==> src/rtl/fft_stage_sequencer.sv <==
// Per-beat control stream for a 4-lane radix-2 FFT butterfly array: walks stages and groups of an N-point transform.
// Outputs come straight from state registers (first beat one cycle after start); a beat advances only when i_ready accepts it, otherwise everything holds.
module fft_stage_sequencer (
   input  logic        clock,
   input  logic        reset,
   input  logic        i_start,
   input  logic [2:0]  i_point_configuration,
   input  logic        i_ready,
   output logic [2:0]  o_point_configuration,
   output logic [2:0]  o_stage,
   output logic [10:0] o_stride,
   output logic        o_beat_valid,
   output logic [3:0]  o_lane_valid,
   output logic        o_new_stage_trigger,
   output logic        o_group_done,
   output logic        o_busy,
   output logic        o_done
);

   typedef enum logic [1:0] {IDLE, RUN, DONE} state_t;

   state_t     state_q, state_d;
   logic [2:0] cfg_q, cfg_d;
   logic [2:0] stage_q, stage_d;
   logic [5:0] beat_q, beat_d;
   logic [5:0] last_beat;
   logic [6:0] beat_num;
   logic [6:0] group_mask;
   logic       run;

   always_ff @(posedge clock) begin
      if (reset) begin
         state_q <= IDLE;
         cfg_q   <= 3'd0;
         stage_q <= 3'd0;
         beat_q  <= 6'd0;
      end else begin
         state_q <= state_d;
         cfg_q   <= cfg_d;
         stage_q <= stage_d;
         beat_q  <= beat_d;
      end
   end

   // Beats per stage is 2^(cfg-2), floored at a single beat for 2- and 4-point transforms.
   assign last_beat = (cfg_q < 3'd2) ? 6'd0 : 6'((7'd1 << (cfg_q - 3'd2)) - 7'd1);

   always_comb begin
      state_d = state_q;
      cfg_d   = cfg_q;
      stage_d = stage_q;
      beat_d  = beat_q;
      case (state_q)
         IDLE: begin
            if (i_start) begin
               state_d = RUN;
               cfg_d   = i_point_configuration;
               stage_d = 3'd0;
               beat_d  = 6'd0;
            end
         end
         RUN: begin
            if (i_ready) begin
               if (beat_q == last_beat) begin
                  beat_d = 6'd0;
                  if (stage_q == cfg_q) begin
                     state_d = DONE;
                     stage_d = 3'd0;
                  end else begin
                     stage_d = stage_q + 3'd1;
                  end
               end else begin
                  beat_d = beat_q + 6'd1;
               end
            end
         end
         DONE:    state_d = IDLE;
         default: state_d = IDLE;
      endcase
   end

   assign run = (state_q == RUN);

   // Groups of stride butterflies span stride/4 beats once stride reaches 4; below that every beat closes a group.
   assign beat_num   = {1'b0, beat_q} + 7'd1;
   assign group_mask = (stage_q < 3'd2) ? 7'd0 : ((7'd1 << (stage_q - 3'd2)) - 7'd1);

   assign o_point_configuration = (state_q == IDLE) ? 3'd0 : cfg_q;
   assign o_stage               = stage_q;
   assign o_stride              = 11'd1 << stage_q;
   assign o_beat_valid          = run;
   assign o_busy                = run;
   assign o_done                = (state_q == DONE);
   assign o_new_stage_trigger   = run && (beat_q == 6'd0);
   assign o_group_done          = run && ((beat_num & group_mask) == 7'd0);
   assign o_lane_valid          = !run           ? 4'b0000 :
                                  (cfg_q >= 3'd2) ? 4'b1111 :
                                  (cfg_q == 3'd1) ? 4'b0011 : 4'b0001;

endmodule
==> config.mk <==
export PLATFORM = sky130hd
export DESIGN_NAME = fft_stage_sequencer
export DESIGN_NICKNAME = d
export VERILOG_FILES = /design/src/rtl/fft_stage_sequencer.sv
export SDC_FILE = /design/constraint.sdc
export NUM_CORES = 1
export LEC_CHECK = 0
export ABC_AREA = 1
export CAP_MARGIN = 5
export CORE_ASPECT_RATIO = 1.1
export CORE_MARGIN = 3
export CORE_UTILIZATION = 50
export DETAILED_ROUTE_END_ITERATION = 16
export PLACE_DENSITY_LB_ADDON = 0.12
export SLEW_MARGIN = 10
export SYNTH_ARGS = -nofsm -noshare
export SYNTH_HDL_FRONTEND = slang
export SYNTH_SLANG_ARGS = --single-unit
==> constraint.sdc <==
create_clock -name clock -period 2.7 [get_ports clock]
set_input_delay 0.27 -clock clock [delete_from_list [all_inputs] [get_ports clock]]
set_output_delay 0.27 -clock clock [all_outputs]
set_load 0.05 [all_outputs]
# Word-level counts from Yosys, hierarchy flattened
# Index checks and enable logic that the tools add are counted.
[word_totals] output_inout_bits=26 register_bits=14 inputBits=7 elab_cells=57
[classes] n_eq_ne=9 bitwise=1 reduce_logical=10 n_addsub=7 n_lt_le_gt_ge=3 muxes=20 n_shift=3
[op_table] operator="6-bit 2-to-1 mux" n=4
[op_table] operator="3-bit 2-to-1 mux" n=5
[op_table] operator="6-bit case mux with 2 select lines" n=1
[op_table] operator="1-bit by 3-bit << shifter with 11-bit output (first input constant)" n=1
[op_table] operator="2-bit 2-to-1 mux" n=5
[op_table] operator="4-bit 2-to-1 mux" n=2
[op_table] operator="4-bit AND reduction" n=2
[op_table] operator="6-bit by 1-bit adder with 7-bit output (second input constant)" n=1
[op_table] operator="7-bit bitwise AND" n=1
[op_table] operator="7-bit logical NOT" n=1
[op_table] operator="7-bit 2-to-1 mux" n=1
[op_table] operator="1-bit by 3-bit << shifter with 7-bit output (first input constant)" n=1
[op_table] operator="7-bit by 1-bit subtractor with 7-bit output (second input constant)" n=1
[op_table] operator="6-bit by 1-bit adder with 6-bit output (second input constant)" n=1
[op_table] operator="6-bit equality test" n=1
[op_table] operator="6-bit logical NOT" n=1
[op_table] operator="3-bit by 2-bit < comparator with 1-bit output (second input constant)" n=2
[op_table] operator="3-bit case mux with 2 select lines" n=1
[op_table] operator="1-bit by 3-bit << shifter with 6-bit output (first input constant)" n=1
[op_table] operator="3-bit by 2-bit subtractor with 3-bit output (second input constant)" n=2
[op_table] operator="6-bit by 1-bit subtractor with 6-bit output (second input constant)" n=1
[op_table] operator="2-bit by 1-bit != test with 1-bit output (second input constant)" n=2
[op_table] operator="2-bit != test (second input constant)" n=2
[op_table] operator="2-bit case mux with 2 select lines" n=1
[op_table] operator="other kinds (11)" n=12

# Logic depth before layout (Yosys ltp)
[depth] depth_word=8 ltp_mapped=13

# Least setup slack after synthesis
# No wires, ideal clock.
[synth_path] path_kind="reg2out" startpoint="register stage_q[2] (netlist: o_stage[2])" endpoint="output port o_group_done" n_path_buf=1 t_arrival_ns=2.889 stages_incl_launch_ff=13 t_required_ns=2.430 slack_ns=-0.459 cell_sequence="dfxtp_1 -> buf_2 -> inv_1 -> ha_1 -> nand2_1 -> ha_1 -> nand2_1 -> nor2_1 -> o21ai_0 -> nand2_1 -> nor2_1 -> nand3_1 -> a21oi_1"
[synth_between] elab_chain_len=7 word_cells_on_any_way=8 classes_between="add/sub (2); order compare (1); shift (1); mux (1); bitwise (1); reduce/logical (2)"
[synth_rtl] element="start, declared" line_no="24" rtl="logic [2:0] stage_q, stage_d;"
[synth_rtl] element="start signal, assigned" line_no="40" rtl="stage_q <= stage_d;"
[synth_rtl] element="3-bit by 2-bit subtractor with 3-bit output" line_no="86" rtl="assign group_mask = (stage_q < 3'd2) ? 7'd0 : ((7'd1 << (stage_q - 3'd2)) - 7'd1);"
[synth_rtl] element="1-bit by 3-bit << shifter with 7-bit output" line_no="86"
[synth_rtl] element="7-bit by 1-bit subtractor with 7-bit output" line_no="86"
[synth_rtl] element="7-bit 2-to-1 mux *" line_no="86"
[synth_rtl] element="7-bit bitwise AND *" line_no="95" rtl="assign o_group_done = run && ((beat_num & group_mask) == 7'd0);"
[synth_rtl] element="7-bit logical NOT *" line_no="95"
[synth_rtl] element="1-bit logical AND *" line_no="95"
[synth_rtl] element="end, declared" line_no="15" rtl="output logic o_group_done,"
# Every way passes the cells marked *; elsewhere a longest branch is shown, timed or not.

# Worst setup path in the final report
[layout_path] startpoint="register stage_q[1] (netlist: o_stage[1])" endpoint="output port o_group_done"
# Same word-level chain as after synthesis.

==> flow_metrics.tcl <==
set metrics [dict create \
    status "finished, final reports clean" \
    fin_skew_ps 2.12 \
    post-dp-hpwl_um 2730 \
    cts_buffers 3 \
    ys_ff_latch 14 \
    rows 19 \
    maxCapViolCount 0 \
    clock-root-buffer "clkbuf_4" \
    seq_area_frac_synth_pct 20.1 \
    worstSetupPathType "flip-flop to primary output" \
    wirelength_um 3480 \
    globalplace.congestion 0.860 \
    drv_slew 0 \
    fp.coreArea_mm2 0.00257 \
    p_clk_share_pct 13.7 \
    cp-end-kind "primary output" \
    synth.avg_cell_area_um2 6.48 \
    route.detailed.drc 0 \
    start_kind "flip-flop" \
    die_w_um 56.3 \
    fillers 206 \
    wire_per_inst_um 12.6 \
    ys_types 28 \
    portBuffers 29 \
    yosysWarnings 0 \
    vias 1462 \
    clkSlewWorstSetupHoldPaths_ps 90 \
    vias_per_cell 5.30 \
    insertion_delay_ps 290 \
    power_density_mw_per_mm2 648 \
    period_needed_ps 2580 \
    syn2layout_area_growth_pct 29.1 \
    utilization_pct 70.0 \
    path_max_fanout 6 \
    grt_start_max_net_pins 11 \
    boundaryPins 33 \
    clock_path_buffers 2 \
    seqCellArea_um2 289 \
    drtPass1Iterations 4 \
    reg2reg_to "o_stage[0]" \
    leakage_uw 0.000837 \
    crit_start "o_stage[1]" \
    tightest_slew_ps 508 \
    synth_area_leaders "dfxtp_1 (20%), ha_1 (13%), nand2_1 (12%)" \
    nets 268 \
    cts.sinks 14 \
    dieHeight_um 61.4 \
    h-tree-depth 1 \
    p_switching_uw 597 \
    grt_use_total_pct 21.2 \
    dp_slack_ps 250 \
    synth.top_cell.area_share_pct 20.1 \
    combinationalPowerShare_pct 64.3 \
    ctsHoldBuffers 0 \
    drt_iter0_markers 47 \
    endpoint "o_group_done" \
    die-area_mm2 0.00346 \
    grt_overflow 0 \
    grt_pass1_vias 1334 \
    power_frac_seq_pct 22.0 \
    rr_worst_depth 14 \
    grt_pass1_wl_um 5740 \
    antenna_found_initial 0 \
    multi_input_area_um2 976 \
    swShare_pct 51.3 \
    worstReg2RegStart "cfg_q[1]" \
    layout_commonest_cell "nand2_1" \
    hold_viol 0 \
    drive_above_1_share_pct 17.1 \
    yosysTopAreaCell "dfxtp_1" \
    syn_inst 215 \
    syn_area_mm2 0.00139 \
    fin_crit_sh_pct 95.5 \
    num_antenna_cells 0 \
    initial_core_util_pct 54.2 \
    setup_ws_ps 121 \
    setup_viol 0 \
    cts_tree "yes" \
    relSlewSlack_pct 66.0 \
    critPathRequiredTime_ps 2430 \
    worst_ep_arrival_time_ps 2310 \
    r2r_slack_ps 700 \
    vdd_ir_drop_max_mv 0.500 \
    hold-worst-slack_ps 473 \
    hp-class "flip-flop to flip-flop" \
    postRouteAntennaNets 0 \
    layout_common_cells "nand2_1 (42), inv_1 (28), nor2_1 (28), clkdlybuf4s50_1 (24), nand3_1 (14)" \
    fmax_mhz 388 \
    p_int_uw 568 \
]
==> Yosys cell counts <==
| master | number |
|---|---|
| a21oi_1 | 13 |
| buf_1 | 1 |
| buf_2 | 2 |
| buf_4 | 6 |
| buf_6 | 1 |
| conb_1 | 1 |
| dfxtp_1 | 14 |
| ha_1 | 15 |
| inv_1 | 30 |
| inv_2 | 4 |
| nand2_1 | 44 |
| nand2_2 | 2 |
| nand2_4 | 2 |
| nand3_1 | 15 |
| nand3b_1 | 1 |
| nand4_1 | 8 |
| nand4_4 | 1 |
| nor2_1 | 30 |
| nor2_2 | 1 |
| nor2_4 | 2 |
| nor3_1 | 3 |
| o21ai_0 | 6 |
| o21ai_1 | 1 |
| o22ai_1 | 3 |
| o22ai_4 | 1 |
| o31ai_2 | 1 |
| xnor2_1 | 1 |
| xor2_1 | 6 |
==> worst min-delay path by stage <==
stage           endpoint  cells after the start  startpoint  slack [ps]
3_3_place_gp   beat_q[5]                      2   beat_q[5]         450
3_5_place_dp   beat_q[5]                      2   beat_q[5]         460
4_1_cts        beat_q[5]                      2   beat_q[5]         470
6_report       beat_q[5]                      2   beat_q[5]         470
5_1_grt        beat_q[5]                      2   beat_q[5]         510
2_1_floorplan  beat_q[5]                      2   beat_q[5]         440
==> registers in the layout, summed over array words and instances (netlist names) <==
register	cells
beat_q	6
cfg_q	3
o_stage	3
state_q	2
==> cell families (layout without fill, tap and decap cells) <==
family	count (synthesis)	count (layout)	share of synthesized area [%]
and+or+nand+nor	109	109	36.7
adders and majority gates	15	15	13.5
other	1	3	0.269
xor gates and xnor gates	7	7	4.40
AOI/OAI and AO/OA	25	25	10.9
buffers and inverters	44	72	14.2
DFF	14	14	20.1
==> layer usage <==
layer  up-vias  GRT usage, %  wire length (µm)
met4         0          7.80                54
li1        741             -                 -
met5         -             0                 0
met3         9          4.61               129
met2        42          38.6              1750
met1       670          24.9              1550
==> area by class of cell <==
type                       count  area share (%)
clock buffer                   4            2.02
inverter                      34            7.24
multi-input combinational    159            54.3
sequential                    14            16.1
tap                           31            2.16
timing repair buffer          34            18.2
==> critical path, cell delays in order (launching register included) <==
cell     delay, ps
dfxtp_4        370
inv_2           70
ha_4           300
nand2_2         80
ha_2           310
o22ai_1         80
a21oi_1        160
nand2_1         90
nor2_2         130
nand3_2        100
a21oi_4        170
buf_12         150
==> stage by stage <==
| stage | total power (µW) | instance area (µm²) | TNS, ps | cells |
|---|---|---|---|---|
| after global routing | 1250 | 1800 | -6.48 | 276 |
| after CTS | 1130 | 1740 | 0 | 273 |
| after detailed placement | 958 | 1690 | 0 | 269 |
| after floorplan | 788 | 1410 | 0 | 217 |
| final | 1160 | 1800 | 0 | 276 |
| after global placement | 940 | 1690 | 0 | 269 |
==> repair_timing <==
| item | in CTS | in global routing |
|---|---|---|
| endpoints found under the hold margin | 0 | 0 |
| buffers inserted | 0 | 3 |
| pin swaps | 0 | 5 |
| resized for setup | 2 | 14 |
| endpoints found under the setup margin | 1 | 1 |
==> power groups by stage <==
| stage | Sequential, µW | Combinational, µW | Clock (µW) |
|---|---|---|---|
| 2_1_floorplan | 285 | 503 | 0 |
| 3_3_place_gp | 260 | 680 | 0 |
| 3_5_place_dp | 261 | 697 | 0 |
| 4_1_cts | 257 | 709 | 162 |
| 5_1_grt | 260 | 816 | 170 |
| 6_report | 256 | 749 | 160 |
Power figures use the tool's default switching activity.
